### src/rtl/lvds_link_pkg.sv
// Shared framing definitions for the FPGA-to-FPGA LVDS link.
// The transmit framer and the peer deframer both use this package.
package lvds_link_pkg;

    localparam logic [7:0] SOF = 8'hA5;
    localparam logic [7:0] EOF = 8'h5A;

    typedef enum logic [1:0] {
        IDLE = 2'd0,
        HDR  = 2'd1,
        PAY  = 2'd2,
        TRL  = 2'd3
    } state_t;

    // Header word: [31:24] SOF, [23:16] sequence, [15:8] payload length, [7:0] reserved
    typedef struct packed {
        logic [7:0] mark;
        logic [7:0] seqn;
        logic [7:0] len;
        logic [7:0] rsvd;
    } hdr_t;

    // Trailer word: [31:24] EOF, [23:16] sequence, [15:0] checksum
    typedef struct packed {
        logic [7:0]  mark;
        logic [7:0]  seqn;
        logic [15:0] csum;
    } trl_t;

    // Folds one payload word into the running 16-bit checksum
    function automatic logic [15:0] csum_add(input logic [15:0] acc, input logic [31:0] w);
        return 16'(acc + w[31:16] + w[15:0]);
    endfunction

endpackage

### src/rtl/lvds_sync_fifo.sv
// Single-clock first-word-fall-through FIFO holding payload words ahead of the framer.
module lvds_sync_fifo #(
    parameter int unsigned WIDTH = 32,
    parameter int unsigned DEPTH = 8
) (
    input  logic                         CLK,
    input  logic                         RST,
    input  logic                         push,
    input  logic                         pop,
    input  logic [WIDTH-1:0]             din,
    output logic [WIDTH-1:0]             dout,
    output logic                         full,
    output logic                         empty,
    output logic [$clog2(DEPTH+1)-1:0]   count
);

    localparam int unsigned AW = (DEPTH > 1) ? $clog2(DEPTH) : 1;
    localparam int unsigned CW = $clog2(DEPTH + 1);

    logic [WIDTH-1:0] mem [DEPTH];
    logic [AW-1:0]    wr_ptr;
    logic [AW-1:0]    rd_ptr;
    logic             do_push;
    logic             do_pop;

    assign do_pop  = pop && !empty;
    assign do_push = push && (!full || do_pop);

    assign full  = (count == CW'(DEPTH));
    assign empty = (count == '0);
    assign dout  = mem[rd_ptr];

    // Storage needs no reset; discarding contents is done by clearing the pointers
    always_ff @(posedge CLK) begin
        if (do_push) begin
            mem[wr_ptr] <= din;
        end
    end

    // Pointers wrap naturally because DEPTH is a power of two
    always_ff @(posedge CLK or posedge RST) begin
        if (RST) begin
            wr_ptr <= '0;
            rd_ptr <= '0;
            count  <= '0;
        end else begin
            if (do_push) begin
                wr_ptr <= wr_ptr + AW'(1);
            end
            if (do_pop) begin
                rd_ptr <= rd_ptr + AW'(1);
            end
            count <= count + CW'(do_push) - CW'(do_pop);
        end
    end

endmodule

### src/rtl/lvds_tx_framer.sv
// Link-layer transmit framer: buffers core words and emits header/payload/trailer
// frames with sequence number and 16-bit checksum to the LVDS transmitter.
module lvds_tx_framer
    import lvds_link_pkg::*;
#(
    parameter int unsigned DEPTH   = 8,
    parameter int unsigned BURST   = 4,
    parameter int unsigned TIMEOUT = 64
) (
    input  logic        CLK,
    input  logic        RST,
    input  logic        tx_align_done,
    input  logic [31:0] deq_src_get,
    input  logic        RDY_deq_src_get,
    output logic        EN_deq_src_get,
    output logic [31:0] enq_tx,
    output logic        EN_enq_tx,
    input  logic        RDY_enq_tx,
    output logic        busy,
    output logic [15:0] frames_sent
);

    localparam int unsigned CW = $clog2(DEPTH + 1);
    localparam int unsigned TW = $clog2(TIMEOUT + 1);

    state_t          state;
    state_t          state_nxt;
    logic [7:0]      seq;
    logic [7:0]      len;
    logic [7:0]      remain;
    logic [15:0]     csum;
    logic [TW-1:0]   timer;

    logic [31:0]     fifo_head;
    logic            fifo_full;
    logic            fifo_empty;
    logic [CW-1:0]   fifo_count;

    logic            push;
    logic            pop;
    logic            xfer;
    logic            have_burst;
    logic            launch;
    logic [7:0]      launch_len;
    hdr_t            hdr;
    trl_t            trl;

    assign push           = RDY_deq_src_get && !fifo_full;
    assign EN_deq_src_get = push;
    assign xfer           = (state != IDLE) && RDY_enq_tx;
    assign EN_enq_tx      = xfer;
    assign pop            = (state == PAY) && xfer && !fifo_empty;
    assign busy           = (state != IDLE);

    // Launch on a full burst, or on a partial one once the idle timer has expired
    assign have_burst = (fifo_count >= CW'(BURST));
    assign launch     = (state == IDLE) && tx_align_done &&
                        (have_burst || ((fifo_count != '0) && (timer == TW'(TIMEOUT))));
    assign launch_len = have_burst ? 8'(BURST) : 8'(fifo_count);

    assign hdr = '{mark: SOF, seqn: seq, len: len, rsvd: 8'h00};
    assign trl = '{mark: EOF, seqn: seq, csum: csum};

    lvds_sync_fifo #(
        .WIDTH (32),
        .DEPTH (DEPTH)
    ) u_fifo (
        .CLK   (CLK),
        .RST   (RST),
        .push  (push),
        .pop   (pop),
        .din   (deq_src_get),
        .dout  (fifo_head),
        .full  (fifo_full),
        .empty (fifo_empty),
        .count (fifo_count)
    );

    always_ff @(posedge CLK or posedge RST) begin
        if (RST) begin
            state <= IDLE;
        end else begin
            state <= state_nxt;
        end
    end

    always_comb begin
        state_nxt = state;
        enq_tx    = 32'h0;
        case (state)
            IDLE: begin
                if (launch) begin
                    state_nxt = HDR;
                end
            end
            HDR: begin
                enq_tx = hdr;
                if (xfer) begin
                    state_nxt = PAY;
                end
            end
            PAY: begin
                enq_tx = fifo_head;
                if (xfer && (remain == 8'd1)) begin
                    state_nxt = TRL;
                end
            end
            TRL: begin
                enq_tx = trl;
                if (xfer) begin
                    state_nxt = IDLE;
                end
            end
            default: state_nxt = IDLE;
        endcase
    end

    // Frame bookkeeping; nothing here moves without a transfer, so stalls hold everything
    always_ff @(posedge CLK or posedge RST) begin
        if (RST) begin
            seq         <= 8'h00;
            len         <= 8'h00;
            remain      <= 8'h00;
            csum        <= 16'h0000;
            timer       <= '0;
            frames_sent <= 16'h0000;
        end else begin
            if ((state != IDLE) || (fifo_count == '0) || launch) begin
                timer <= '0;
            end else if (timer != TW'(TIMEOUT)) begin
                timer <= timer + TW'(1);
            end

            if (launch) begin
                len    <= launch_len;
                remain <= launch_len;
                csum   <= 16'h0000;
            end

            if (pop) begin
                csum   <= csum_add(csum, fifo_head);
                remain <= remain - 8'd1;
            end

            if ((state == TRL) && xfer) begin
                seq         <= seq + 8'd1;
                frames_sent <= frames_sent + 16'd1;
            end
        end
    end

endmodule
### config.mk
export PLATFORM = sky130hd
export DESIGN_NAME = lvds_tx_framer
export DESIGN_NICKNAME = d
export VERILOG_FILES = /design/src/rtl/lvds_link_pkg.sv /design/src/rtl/lvds_sync_fifo.sv /design/src/rtl/lvds_tx_framer.sv
export SDC_FILE = /design/constraint.sdc
export NUM_CORES = 1
export LEC_CHECK = 0
export BUFFER_PORTS_ARGS = -buffer_cell sky130_fd_sc_hd__buf_2
export CAP_MARGIN = 0
export CORE_MARGIN = 5
export CORE_UTILIZATION = 45
export CTS_BUF_LIST = sky130_fd_sc_hd__clkbuf_4 sky130_fd_sc_hd__clkbuf_8
export DETAILED_ROUTE_END_ITERATION = 12
export PLACE_DENSITY = 0.67
export SYNTH_ARGS = -nofsm -noshare
export SYNTH_HDL_FRONTEND = slang
export SYNTH_SLANG_ARGS = --single-unit
### constraint.sdc
create_clock -name CLK -period 12.9 [get_ports CLK]
set_clock_uncertainty 0.2 [all_clocks]
set_input_delay 1.29 -clock CLK [delete_from_list [all_inputs] [get_ports CLK]]
set_output_delay 1.29 -clock CLK [all_outputs]
set_load 0.03 [all_outputs]
==> results list, run 1 <==
* Final wirelength: roughly 31000 um
- In the synthesized netlist the async set-or-reset flop fraction comes to 0.217.
- Leaving out fill and tap cells, the most frequent cell in the layout is edfxtp_1.
- Setup repair after global routing left no endpoint under its margin.
- Buffers placed on the I/O ports in this run total 87.
* Setup crit start kind: register
- The number of hold violations in the final report came to 0.
- Entering global routing, the biggest net connects 72 pins.
- For the worst setup path, the data required time is approximately 11000 ps.
- Boundary Pins: between 80 and 90
* Hold Path Cell Cnt: 1
- The max-slew violation count came to 0.
* Fraction of the yosys area taken by sequential cells: 0.665
- In the routed layout, each cell is associated on average with a via count of 5.52.
- Sequential cell area: ~9500 sq um
- Main synth FF type: edfxtp_1
* Final Cycle Share: 0.399
- Result of the run: finished clean
- CTS built an H-tree with a depth of 2.
* DR pass1 iterations: 8
- For this run, the number of Yosys warnings is 0.
* Reg-to-Reg Start: u_fifo.rd_ptr[0]$_DFFE_PP0P_
- Of the post-synthesis cell area, the dominant cell type holds 0.540.
* Last weighted congestion value of the routability-driven placer: 0.831
- Count of endpoints failing setup in the final report: 0
- The first global-routing pass estimated 49100 um of wire.
- Number of buffers created by CTS: 54
* Core box area: 31400 sq um
* Number of instances in the synthesized netlist: between 800 and 900
- The initial utilization of the core area, before any placement, comes to 0.453.
* Layout cells sized above 1: 0.305
* Total via count in the routed design: 7954
* Nets in the synthesized netlist: ~960
- After the first detailed-routing iteration, the DRC count stood at a little under 700.
* Most used cells in the layout excluding fill and tap cells: edfxtp_1, buf_2, dfrtp_1
- The critical path in this run is classified as reg -> out.
- Count of cells resized by post-cts repair: 0
- Largest cells by area after synthesis: edfxtp_1, dfrtp_1, mux4_2
- Max frequency: between 150 and 200 MHz
* Mean instance size in the synthesized netlist: approximately 16 sq um
- Cell Pwr Density: about 280 nW/um^2
- Hold path endpoint: frames_sent[15]$_DFFE_PP0P_
- Antenna violations before repair: 5
- Number of DRC violations after detailed routing: 0
- Before CTS, the worst setup slack after placement is ~8000 ps.
* CP max FO: 52
- EDFF count, synth: approximately 260
- After detailed routing, the average wire length per cell comes to about 22 um.
* TritonCTS clock tree: built
- Worst hold path type: reg -> reg
- Final-stage net count: 1080
- In this run the core area contains 65 standard-cell rows.
* Leftover overflow at the end of global routing: 0
* Data arrival, critical path: between 3000 and 4000 ps
- The mapped netlist covers ~14000 sq um.
* Fill count: 2595
- In the global route stage, overall resource usage came out at 0.179.
- Worst slew margin relative to its limit: 0.284
- Clock sink count: roughly 330
- Post-route ant nets: 0
* Maximum VDD drop: approximately 130 uV
* Hold_buf cts: 0
* Area of combinational cells with multiple inputs: 4570 sq um
- The worst setup path is captured at an output pin.
* Synth cell types: between 50 and 60
- Least-Margin Pin Slew: 1070 ps
- Via count of the first global-routing pass: 8461
- Floorplan die width: 188 um
- HPWL after detailed placement: about 19000 um
- Setup slack of the critical path after layout: just under 8000 ps
- The worst register-to-register path ends at csum[15]$_DFFE_PP0P_.
- Counting flops and latches in the post-synthesis netlist gives around 330.
- The die covers 35300 sq um.
- Worst hold margin: 264 ps
- Clk Latency, worst-skew pair: slightly below 600 ps
* Leak Pwr: slightly above 6 nW
- Root buf cell: clkbuf_8
* Post-layout power: 4.50 mW
- Worst reg2reg path depth: 12
* Sum Neg Setup Slack: 0 ps
* Cell taking the most area after synthesis: edfxtp_1
* Shortest period the worst path allows: around 5100 ps
- Number of buffers between clock root and the deepest sink: 3
* Buffer count from post-CTS setup fixing: 0
- For flop-to-flop paths, the worst setup slack is approximately 8000 ps.
- Signed area change from the synthesized netlist to the final layout: 14.8%
* Post-layout utilization of the core: 0.521
- Die outline height: between 150 and 200 um
* Launch instance of the worst min-delay path: frames_sent[15]$_DFFE_PP0P_
* Max-cap violations: 0
- Worst-path clk slew: about 60 ps
[sequential cells by signal, indices dropped and copies added (netlist names)]
name / cells
u_fifo.count: 4
csum: 16
seq: 8
state: 2
u_fifo.wr_ptr: 3
frames_sent: 16
u_fifo.mem: 256
len: 4
u_fifo.rd_ptr: 3
timer: 7
remain: 8
[per-stage QoR]
step                      std cells  cell area, sq um
after detailed placement       1339             15200
after global routing           1441             16300
after global placement         1339             15200
after CTS                      1441             16300
after floorplan                 870             14200
final                          1442             16300
[worst max-delay path, stage by stage (launching register included)]
cell	delay, ps
dfrtp_4	610
buf_4	840
mux4_2	610
mux2_2	340
a222oi_1	350
nor2_1	100
buf_2	200
[final cells by class]
type	count	area share
antenna	1	0.000153
clock buffer	86	0.0640
clock inverter	16	0.00589
inverter	26	0.00597
multi-input combinational	481	0.280
sequential	327	0.579
tap	402	0.0308
timing repair buffer	103	0.0340
[per-layer routing]
metal  share of wire  vias up  track usage
met1            0.43     4049        0.240
met3           0.062       51       0.0406
li1                -     3598            -
met5          0.0015        -            0
met4           0.022        8       0.0505
met2            0.49      248        0.298
[synth_stat cells (8+ instances only)]
| cell | count |
|---|---|
| a21o_1 | 10 |
| a21oi_1 | 14 |
| a22oi_1 | 19 |
| buf_2 | 8 |
| clkbuf_1 | 22 |
| dfrtp_1 | 71 |
| edfxtp_1 | 256 |
| fa_1 | 17 |
| ha_1 | 33 |
| inv_1 | 25 |
| mux2_2 | 33 |
| mux4_2 | 64 |
| nand2_1 | 52 |
| nand3_1 | 26 |
| nand4_1 | 10 |
| nor2_1 | 65 |
| nor3_1 | 9 |
| o21ai_0 | 15 |
| o21ai_1 | 10 |
| xnor2_1 | 27 |
| xor2_1 | 18 |
[cell families (layout without fill, tap and decap cells)]
group	Yosys count	after routing	synth area share
flip-flops	327	327	0.665
other	0	1	0
AND/OR/NAND/NOR	187	187	0.0594
AO/OA/AOI/OAI	97	97	0.0457
adder cells (fa/ha/maj)	50	50	0.0529
XOR/XNOR	46	46	0.0288
multiplexers	101	101	0.131
buffers and inverters	62	231	0.0176
[worst max path at each step]
stage,start,endpoint,slack [ps],depth (start not counted)
after floorplan,RDY_deq_src_get,u_fifo.mem[0][0]$_DFFE_PP_,8160,4
after global placement,u_fifo.rd_ptr[0]$_DFFE_PP0P_,csum[15]$_DFFE_PP0P_,7810,12
after detailed placement,u_fifo.rd_ptr[0]$_DFFE_PP0P_,csum[15]$_DFFE_PP0P_,7790,12
after CTS,u_fifo.rd_ptr[0]$_DFFE_PP0P_,enq_tx[11],7630,6
after global routing,u_fifo.rd_ptr[0]$_DFFE_PP0P_,enq_tx[17],7430,6
final,u_fifo.rd_ptr[0]$_DFFE_PP0P_,enq_tx[11],7760,6
[power breakdown]
| group | switching (mW) | total, mW | internal [mW] |
|---|---|---|---|
| Sequential | 0.119 | 1.46 | 1.34 |
| Clock | 0.407 | 0.925 | 0.518 |
| Combinational | 1.24 | 2.12 | 0.879 |
No activity file was read; power rests on OpenSTA's default activity.
==> inputs of run 2 (changes only) <==
--- a/config.mk
+++ b/config.mk
@@ -11,7 +11,7 @@
 export CORE_UTILIZATION = 45
 export CTS_BUF_LIST = sky130_fd_sc_hd__clkbuf_4 sky130_fd_sc_hd__clkbuf_8
 export DETAILED_ROUTE_END_ITERATION = 12
-export PLACE_DENSITY = 0.67
+export PLACE_DENSITY = 0.69
 export SYNTH_ARGS = -nofsm -noshare
 export SYNTH_HDL_FRONTEND = slang
 export SYNTH_SLANG_ARGS = --single-unit
==> constraint.sdc (replaced) <==
create_clock -name CLK -period 4.2 [get_ports CLK]
set_clock_uncertainty 0.2 [all_clocks]
set_input_delay 0.42 -clock CLK [delete_from_list [all_inputs] [get_ports CLK]]
set_output_delay 0.42 -clock CLK [all_outputs]
set_load 0.03 [all_outputs]
==> run 2 against run 1 <==
  * First-iteration DRC count shrank 25%
  * Count of clock-buffer cells in the layout shrank 12
  * Flip-flop and latch count is the same
  * Sequential share of layout area shrank 1.6 points
  * Hold slack lost 170 ps
  * Wire length shrank 0.70%
  * Critical path depth grew 5
  * Design area grew 2.9%
  * Die area is the same
  * Register-to-register slack lost 7700 ps
  * Worst setup slack lost 7600 ps
  * Via count grew 1.4%
==> results list, run 2 (synthesized netlist as in run 1, its figures left out) <==
- Antenna violations before repair: 1 (was 5)
* Overall routing resource usage: 0.177 (was 0.179)
* Leftover overflow at the end of global routing: 0 (unchanged)
* Layout cells sized above 1: 0.296 (was 0.305)
* Initial Util: 0.453 (unchanged)
- The max-slew violation count is 0 (unchanged).
- The flip-flop count of the largest register after layout is 256 (unchanged).
- Signed area change from the synthesized netlist to the final layout: 18.2% (was 14.8%)
- Via count of the first global-routing pass: 8374 (was 8461)
- CP max FO: 21 (was 52)
- Count of endpoints failing setup in the final report: 0 (unchanged)
* Sum Neg Setup Slack: 0 ps (unchanged)
* Avg WL per Cell: 20.9 um (was 21.7 um)
* Root buf cell: clkbuf_8 (unchanged)
* TritonCTS clock tree: built (unchanged)
- The site row count came to 65 (unchanged).
* Clock sink count: 327 (unchanged)
* Setup slack of the critical path after layout: 188 ps (was 7760 ps)
- Post-layout power: 14.1 mW (was 4.50 mW)
- Largest register by flop count: u_fifo.mem (unchanged)
* Clock H-tree levels: 2 (unchanged)
- The static leakage was 6.30 nW (was 6.12 nW).
* Least-Margin Pin Slew: 971 ps (was 1070 ps)
* Total via count in the routed design: 8067 (was 7954)
* Worst hold margin: 96.2 ps (was 264 ps)
* Number of buffers between clock root and the deepest sink: 3 (unchanged)
* Worst slew margin relative to its limit: 0.351 (was 0.284)
- The worst min-delay path class is in -> reg (was reg -> reg).
- The total non-filler cell area in the finished layout was 16800 sq um (was 16300 sq um).
- Counting I/O delays and the setup requirement, the final critical path takes 4010 ps.
- Standard cell area after detailed placement: 15400 sq um (was 15200 sq um)
- The required time of the critical path was 4470 ps (was 11410 ps).
- DR pass1 iterations: 7 (was 8)
* Max-cap violations: 0 (unchanged)
- The highest layer used for signal routing is met4 (was met5).
* Startpoint-to-endpoint class of the critical path: reg -> reg (was reg -> out)
- The clock transition time at the flip-flop clock pins of the worst setup and hold paths was 70 ps (was 60 ps).
- The pin count of the biggest net entering global routing came to 41 (was 72).
* Worst setup slack before clock tree synthesis: 63.5 ps (was 7790 ps)
- The number of top-level design ports came to 88 (unchanged).
- Cell Pwr Density: 836 nW/um^2 (was 276 nW/um^2)
- Setup crit start kind: register (unchanged)
- Final-stage net count: 1129 (was 1080)
* Most used cells in the layout excluding fill and tap cells: edfxtp_1, buf_2, dfrtp_1 (unchanged)
* Leading cell type in the layout, fill and taps excluded: edfxtp_1 (unchanged)
- The final cell utilization of the core is 0.536 (was 0.521).
- Registers with the most flip-flops: u_fifo.mem: 256 flops, csum: 16 flops, frames_sent: 16 flops (unchanged).
* Final Cycle Share: 0.955
- Result of the run: finished clean (unchanged)
* Number of DRC violations after detailed routing: 0 (unchanged)
- The category of the worst setup path capture point was a register (was output pin).
* Count of input and output buffers: 87 (unchanged)
* Data arrival, critical path: 4280 ps (was 3650 ps)
- Met2 routed wirelength: 14800 um (was 15300 um)
- The ratio of routed vias to standard cells came to 5.42 (was 5.52).
- The number of hold violations in the final report is 0 (unchanged).
- The global-route wire length before repair is 48700 um (was 49100 um).
* Core box area: 31400 sq um (unchanged)
- The met3 routed wirelength is 1760 um (was 1940 um).
* Floorplan die width: 188 um (unchanged)
- Final wirelength: 31100 um (was 31300 um)
- Placed Instances: 1353 (was 1339)
- The floorplan die area came to 35300 sq um (unchanged).
- The last weighted congestion value of the routability-driven placer is 0.832 (was 0.831).
- The placed wire-length estimate after detailed placement was 19100 um (was 18800 um).
- Wire length on met1: 13900 um (was 13300 um)
* Final instance count without filler cells: 1488 (was 1442)
- The number of CTS-inserted buffers is 54 (unchanged).
- The count of routing violations after the opening detailed-route iteration came to 504 (was 673).
- The insertion delay of the later-clocked pin in the worst-skew pair is 580 ps (was 590 ps).
* Maximum VDD drop: 429 uV (was 135 uV)
* Max frequency: about 250 MHz
- The y dimension of the die is 188 um (unchanged).
* Unrepaired setup endpoints after global routing: false (unchanged)
- Post-route ant nets: 0 (unchanged)
==> run 2: cell count changes in the layout (fill, tap and decap cells not counted), sizes merged <==
cell,change
clkbuf,-12
buf,+16
bufinv,+2
dlygate4sd3,+33
clkinv,+6
clkinvlp,+1
==> run 2: final cells by class <==
cell class	instances	area, sq um
multi-input combinational	481	4590
clock buffer	74	893
tap	402	503
antenna	1	2.50
sequential	327	9470
clock inverter	25	184
timing repair buffer	152	1080
inverter	26	97.6
fill	2532	14600
==> run 2: per-layer routing <==
metal / up-vias / global-route usage
met4: 0 / 0.0432
li1: 3697 / -
met2: 255 / 0.284
met5: - / 0
met1: 4075 / 0.254
met3: 40 / 0.0339
==> run 2: final timing paths <==
path,slack [ps],from,cells past startpoint,to
max in group asynchronous,2440,RST,4,u_fifo.rd_ptr[0]$_DFFE_PP0P_
min,100,RDY_enq_tx,3,state[0]$_DFFE_PP0P_
min in group asynchronous,320,RST,3,remain[3]$_DFFE_PP0P_
max reg2reg,190,u_fifo.rd_ptr[1]$_DFFE_PP0P_,11,csum[15]$_DFFE_PP0P_
max,190,u_fifo.rd_ptr[1]$_DFFE_PP0P_,11,csum[15]$_DFFE_PP0P_
min reg2reg,260,frames_sent[15]$_DFFE_PP0P_,1,frames_sent[15]$_DFFE_PP0P_
==> run 2: worst max-delay path, stage by stage, from the launching register on <==
cell	delay, ps
dfrtp_2	650
buf_4	390
mux4_2	340
mux2_2	310
fa_1	480
ha_1	350
and2_1	180
a21o_1	190
o2bb2ai_1	160
o311ai_2	340
a211oi_1	120
nand3b_1	160
==> run 2: power by group <==
group	total (mW)	switching (mW)	internal, mW
Sequential	4.44	0.335	4.11
Combinational	6.89	3.94	2.95
Clock	2.73	1.22	1.51
==> run 2: what timing repair did <==
action	4_1_cts	5_1_grt
hold buffers	33	0
endpoints found under the setup margin	0	3
buffers inserted	0	2
resized for setup	0	7
hold endpoints to repair	287	0
==> inputs of run 3 (changes only) <==
--- a/config.mk
+++ b/config.mk
@@ -11,7 +11,7 @@
 export CORE_UTILIZATION = 45
 export CTS_BUF_LIST = sky130_fd_sc_hd__clkbuf_4 sky130_fd_sc_hd__clkbuf_8
 export DETAILED_ROUTE_END_ITERATION = 12
-export PLACE_DENSITY = 0.69
+export PLACE_DENSITY_LB_ADDON = 0.08
 export SYNTH_ARGS = -nofsm -noshare
 export SYNTH_HDL_FRONTEND = slang
 export SYNTH_SLANG_ARGS = --single-unit
==> constraint.sdc (replaced) <==
create_clock -name CLK -period 4 [get_ports CLK]
set_clock_uncertainty 0.2 [all_clocks]
set_input_delay 0.4 -clock CLK [delete_from_list [all_inputs] [get_ports CLK]]
set_output_delay 0.4 -clock CLK [all_outputs]
set_load 0.03 [all_outputs]
==> run 3 against run 2 <==
  * Flip-flop and latch count unchanged
  * Final cell count rose by 2.6%
  * Wire length rose by 4.4%
  * Global-route usage grew 0.70 points
  * Utilization increased by 1.7 points
  * Critical endpoint is now csum[12]$_DFFE_PP0P_
  * Largest power group unchanged
==> results list, run 3 (synthesized netlist as in run 1, its figures left out) <==
- Wire length on met1: 15200 um (was 13900 um)
- TritonCTS clock tree: built (unchanged)
- The leading cell type in the layout, fill and taps excluded was edfxtp_1 (unchanged).
* Core box area: 31400 sq um (unchanged)
- Most used cells in the layout excluding fill and tap cells: edfxtp_1, buf_2, dfrtp_1 (unchanged)
* Worst setup path startpoint: u_fifo.rd_ptr[0]$_DFFE_PP0P_ (was u_fifo.rd_ptr[1]$_DFFE_PP0P_)
* Layout cells sized above 1: 0.333 (was 0.296)
- The number of setup violations in the final report came to 0 (unchanged).
* Max frequency: 259 MHz (was 249 MHz)
* Final Cycle Share: 0.966 (was 0.955)
- Die outline height: 188 um (unchanged)
- Least-Margin Pin Slew: 911 ps (was 971 ps)
* Overall routing resource usage: 0.184 (was 0.177)
- Clk Latency, worst-skew pair: 590 ps (was 580 ps)
* Shortest period the worst path allows: 3860 ps (was 4010 ps)
- Cell Pwr Density: 929 nW/um^2 (was 836 nW/um^2)
- The detailed-routed wire length on met2 was 15400 um (was 14800 um).
- The worst supply voltage drop on vdd was 459 uV (was 429 uV).
* Layout Cell Area excl Fill: 17400 sq um (was 16800 sq um)
- Clock H-tree levels: 2 (unchanged)
* Final instance count without filler cells: 1527 (was 1488)
- The number of top-level design ports was 88 (unchanged).
* Final slew viol count: 0 (unchanged)
* Unrepaired setup endpoints after global routing: true (was false)
- The pin count of the biggest net entering global routing is 41 (unchanged).
* Number of rows in the core area: 65 (unchanged)
- HPWL after detailed placement: 21000 um (was 19100 um)
- Largest register by flop count: u_fifo.mem (unchanged)
- Net Switching: 6.16 mW (was 5.50 mW)
* Crit. End Element: register (unchanged)
* Leftover overflow at the end of global routing: 0 (unchanged)
- The endpoint arrival time on the critical path is 4120 ps (was 4280 ps).
- The number of filler cells placed in the layout came to 2563 (was 2532).
* Total via count in the routed design: 8137 (was 8067)
- Standard cell area after detailed placement: 15700 sq um (was 15400 sq um)
- Share of power burned in combinational logic: 0.528 (was 0.490)
- The initial antenna violation count came to 0 (was 1).
- The clock root buffer master was clkbuf_8 (unchanged).
- Result of the run: finished clean (unchanged)
- Floorplan die width: 188 um (unchanged)
- Worst setup slack before clock tree synthesis: -46.0 ps (was 63.5 ps)
* Via density per instance: 5.33 (was 5.42)
- Post-route ant nets: 0 (unchanged)
* Wire length of the first global-routing pass: 50500 um (was 48700 um)
- The setup slack after layout is 137 ps (was 188 ps).
- The power share of the sequential group is 0.289 (was 0.316).
- The flip-flop count of the largest register after layout came to 256 (unchanged).
* Die Area: 35300 sq um (unchanged)
- The maximum clock path buffer count is 3 (unchanged).
- Number of DRC markers in iteration 0: 599 (was 504)
* Final-stage net count: 1169 (was 1129)
- The launch instance of the worst register-to-register path is u_fifo.rd_ptr[0]$_DFFE_PP0P_ (was u_fifo.rd_ptr[1]$_DFFE_PP0P_).
- Launch instance of the worst min-delay path: RDY_enq_tx (unchanged)
- The number of CTS-inserted buffers is 55 (was 54).
- Initial Util: 0.453 (unchanged)
* Registers with the most flip-flops: u_fifo.mem: 256 flops, csum: 16 flops, frames_sent: 16 flops (unchanged)
- The normalized max-slew margin is 0.392 (was 0.351).
- The total clock sinks is 327 (unchanged).
- The last weighted congestion value of the routability-driven placer came to 0.826 (was 0.832).
* Leak Pwr: 6.57 nW (was 6.30 nW)
- Required time of the critical path: 4260 ps (was 4470 ps)
* Worst hold margin: 100 ps (was 96.2 ps)
* Cell internal pwr: 9.97 mW (was 8.56 mW)
* Worst-path clk slew: 60 ps (was 70 ps)
- The number of cells in the design after placement came to 1389 (was 1353).
- The routed wire length is 32500 um (was 31100 um).
- Setup crit start kind: register (unchanged)
- The met3 routed wirelength is 1280 um (was 1760 um).
* Signed area change from the synthesized netlist to the final layout: 22.0% (was 18.2%)
- The number of hold violations in the final report came to 0 (unchanged).
- Ant diodes: 0 (was 1)
- Number of DRC violations after detailed routing: 0 (unchanged)
* Startpoint-to-endpoint class of the critical path: reg -> reg (unchanged)
- DR pass1 iterations: 5 (was 7)
* CP max FO: 8 (was 21)
* Clock network fraction of design power: 0.183 (was 0.194)
- Via count of the first global-routing pass: 8488 (was 8374)
- The number of max-cap violations came to 0 (unchanged).
- Post-layout utilization of the core: 0.553 (was 0.536)
- Switching fraction of total power: 0.382 (was 0.391)
- Worst hold path type: in -> reg (unchanged)
- The average detailed-routed wire length per instance came to 21.3 um (was 20.9 um).
* Uppermost routed layer: met4 (unchanged)
- Count of input and output buffers: 87 (unchanged)
==> run 3: cell types whose count changed in the layout (fill, tap and decap cells not counted), moves of 3 or more <==
cell      previous run  this run
buf_12               5        12
buf_4               25        57
clkbuf_4            20        15
clkbuf_8            54        58
clkinv_2             4         7
fa_1                17        14
fa_2                 0         3
ha_1                33        27
ha_4                 0         5
mux2_2              33        29
mux2_4               0         4
==> run 3: metrics by stage <==
stage               total power, mW  TNS (ps)
global placement               12.5     -35.4
floorplan                      9.83     -9.53
finish                         16.1         0
CTS                            15.8         0
detailed placement             12.6     -46.0
global route                   17.3     -33.8
==> run 3: repair_timing <==
item,CTS,global route
hold buffers,33,0
gates cloned,0,1
endpoints found under the setup margin,4,6
gates resized for setup,5,21
buffers inserted,0,4
endpoints found under the hold margin,295,0
pin swaps,0,11
==> run 3: final timing paths <==
kind	to	slack, ps	cells past startpoint
worst max-delay path	csum[12]$_DFFE_PP0P_	140	12
worst min register to register	frames_sent[15]$_DFFE_PP0P_	260	1
worst max register to register	csum[12]$_DFFE_PP0P_	140	12
max in group asynchronous	timer[4]$_DFFE_PP0P_	2240	4
min in group asynchronous	csum[3]$_DFFE_PP0P_	360	3
worst min-delay path	state[0]$_DFFE_PP0P_	100	3
==> run 3: power groups by stage <==
stage | Sequential (mW) | Clock (mW) | Combinational (mW)
after floorplan | 4.64 | 0 | 5.19
after global placement | 4.73 | 0 | 7.82
after detailed placement | 4.74 | 0 | 7.86
after CTS | 4.68 | 3.05 | 8.06
after global routing | 4.73 | 3.21 | 9.32
final | 4.67 | 2.95 | 8.51
==> run 3: area by class of cell <==
type                    instances  area, sq um  area share
well taps                     402          503      0.0290
multi-input cells             481         4720       0.272
clock buffers                  73          911      0.0525
repair buffers                191         1470      0.0847
clock inverters                27          188      0.0108
flip-flops and latches        327         9470       0.546
inverters                      26         97.6     0.00562
==> run 3: per-layer routing <==
layer / up-vias / GRT usage
met2: 165 / 0.293
met3: 49 / 0.0294
met1: 4147 / 0.268
li1: 3776 / -
met5: - / 0
met4: 0 / 0.0488
==> run 3: worst max-delay path, stage by stage, from the launching register on <==
cell	delay, ps
dfrtp_4	480
buf_12	170
buf_12	130
mux4_2	490
mux2_4	310
fa_1	570
ha_4	230
a21o_1	150
a21o_1	200
a21oi_2	140
a21boi_1	90
or3_1	300
a32o_1	250
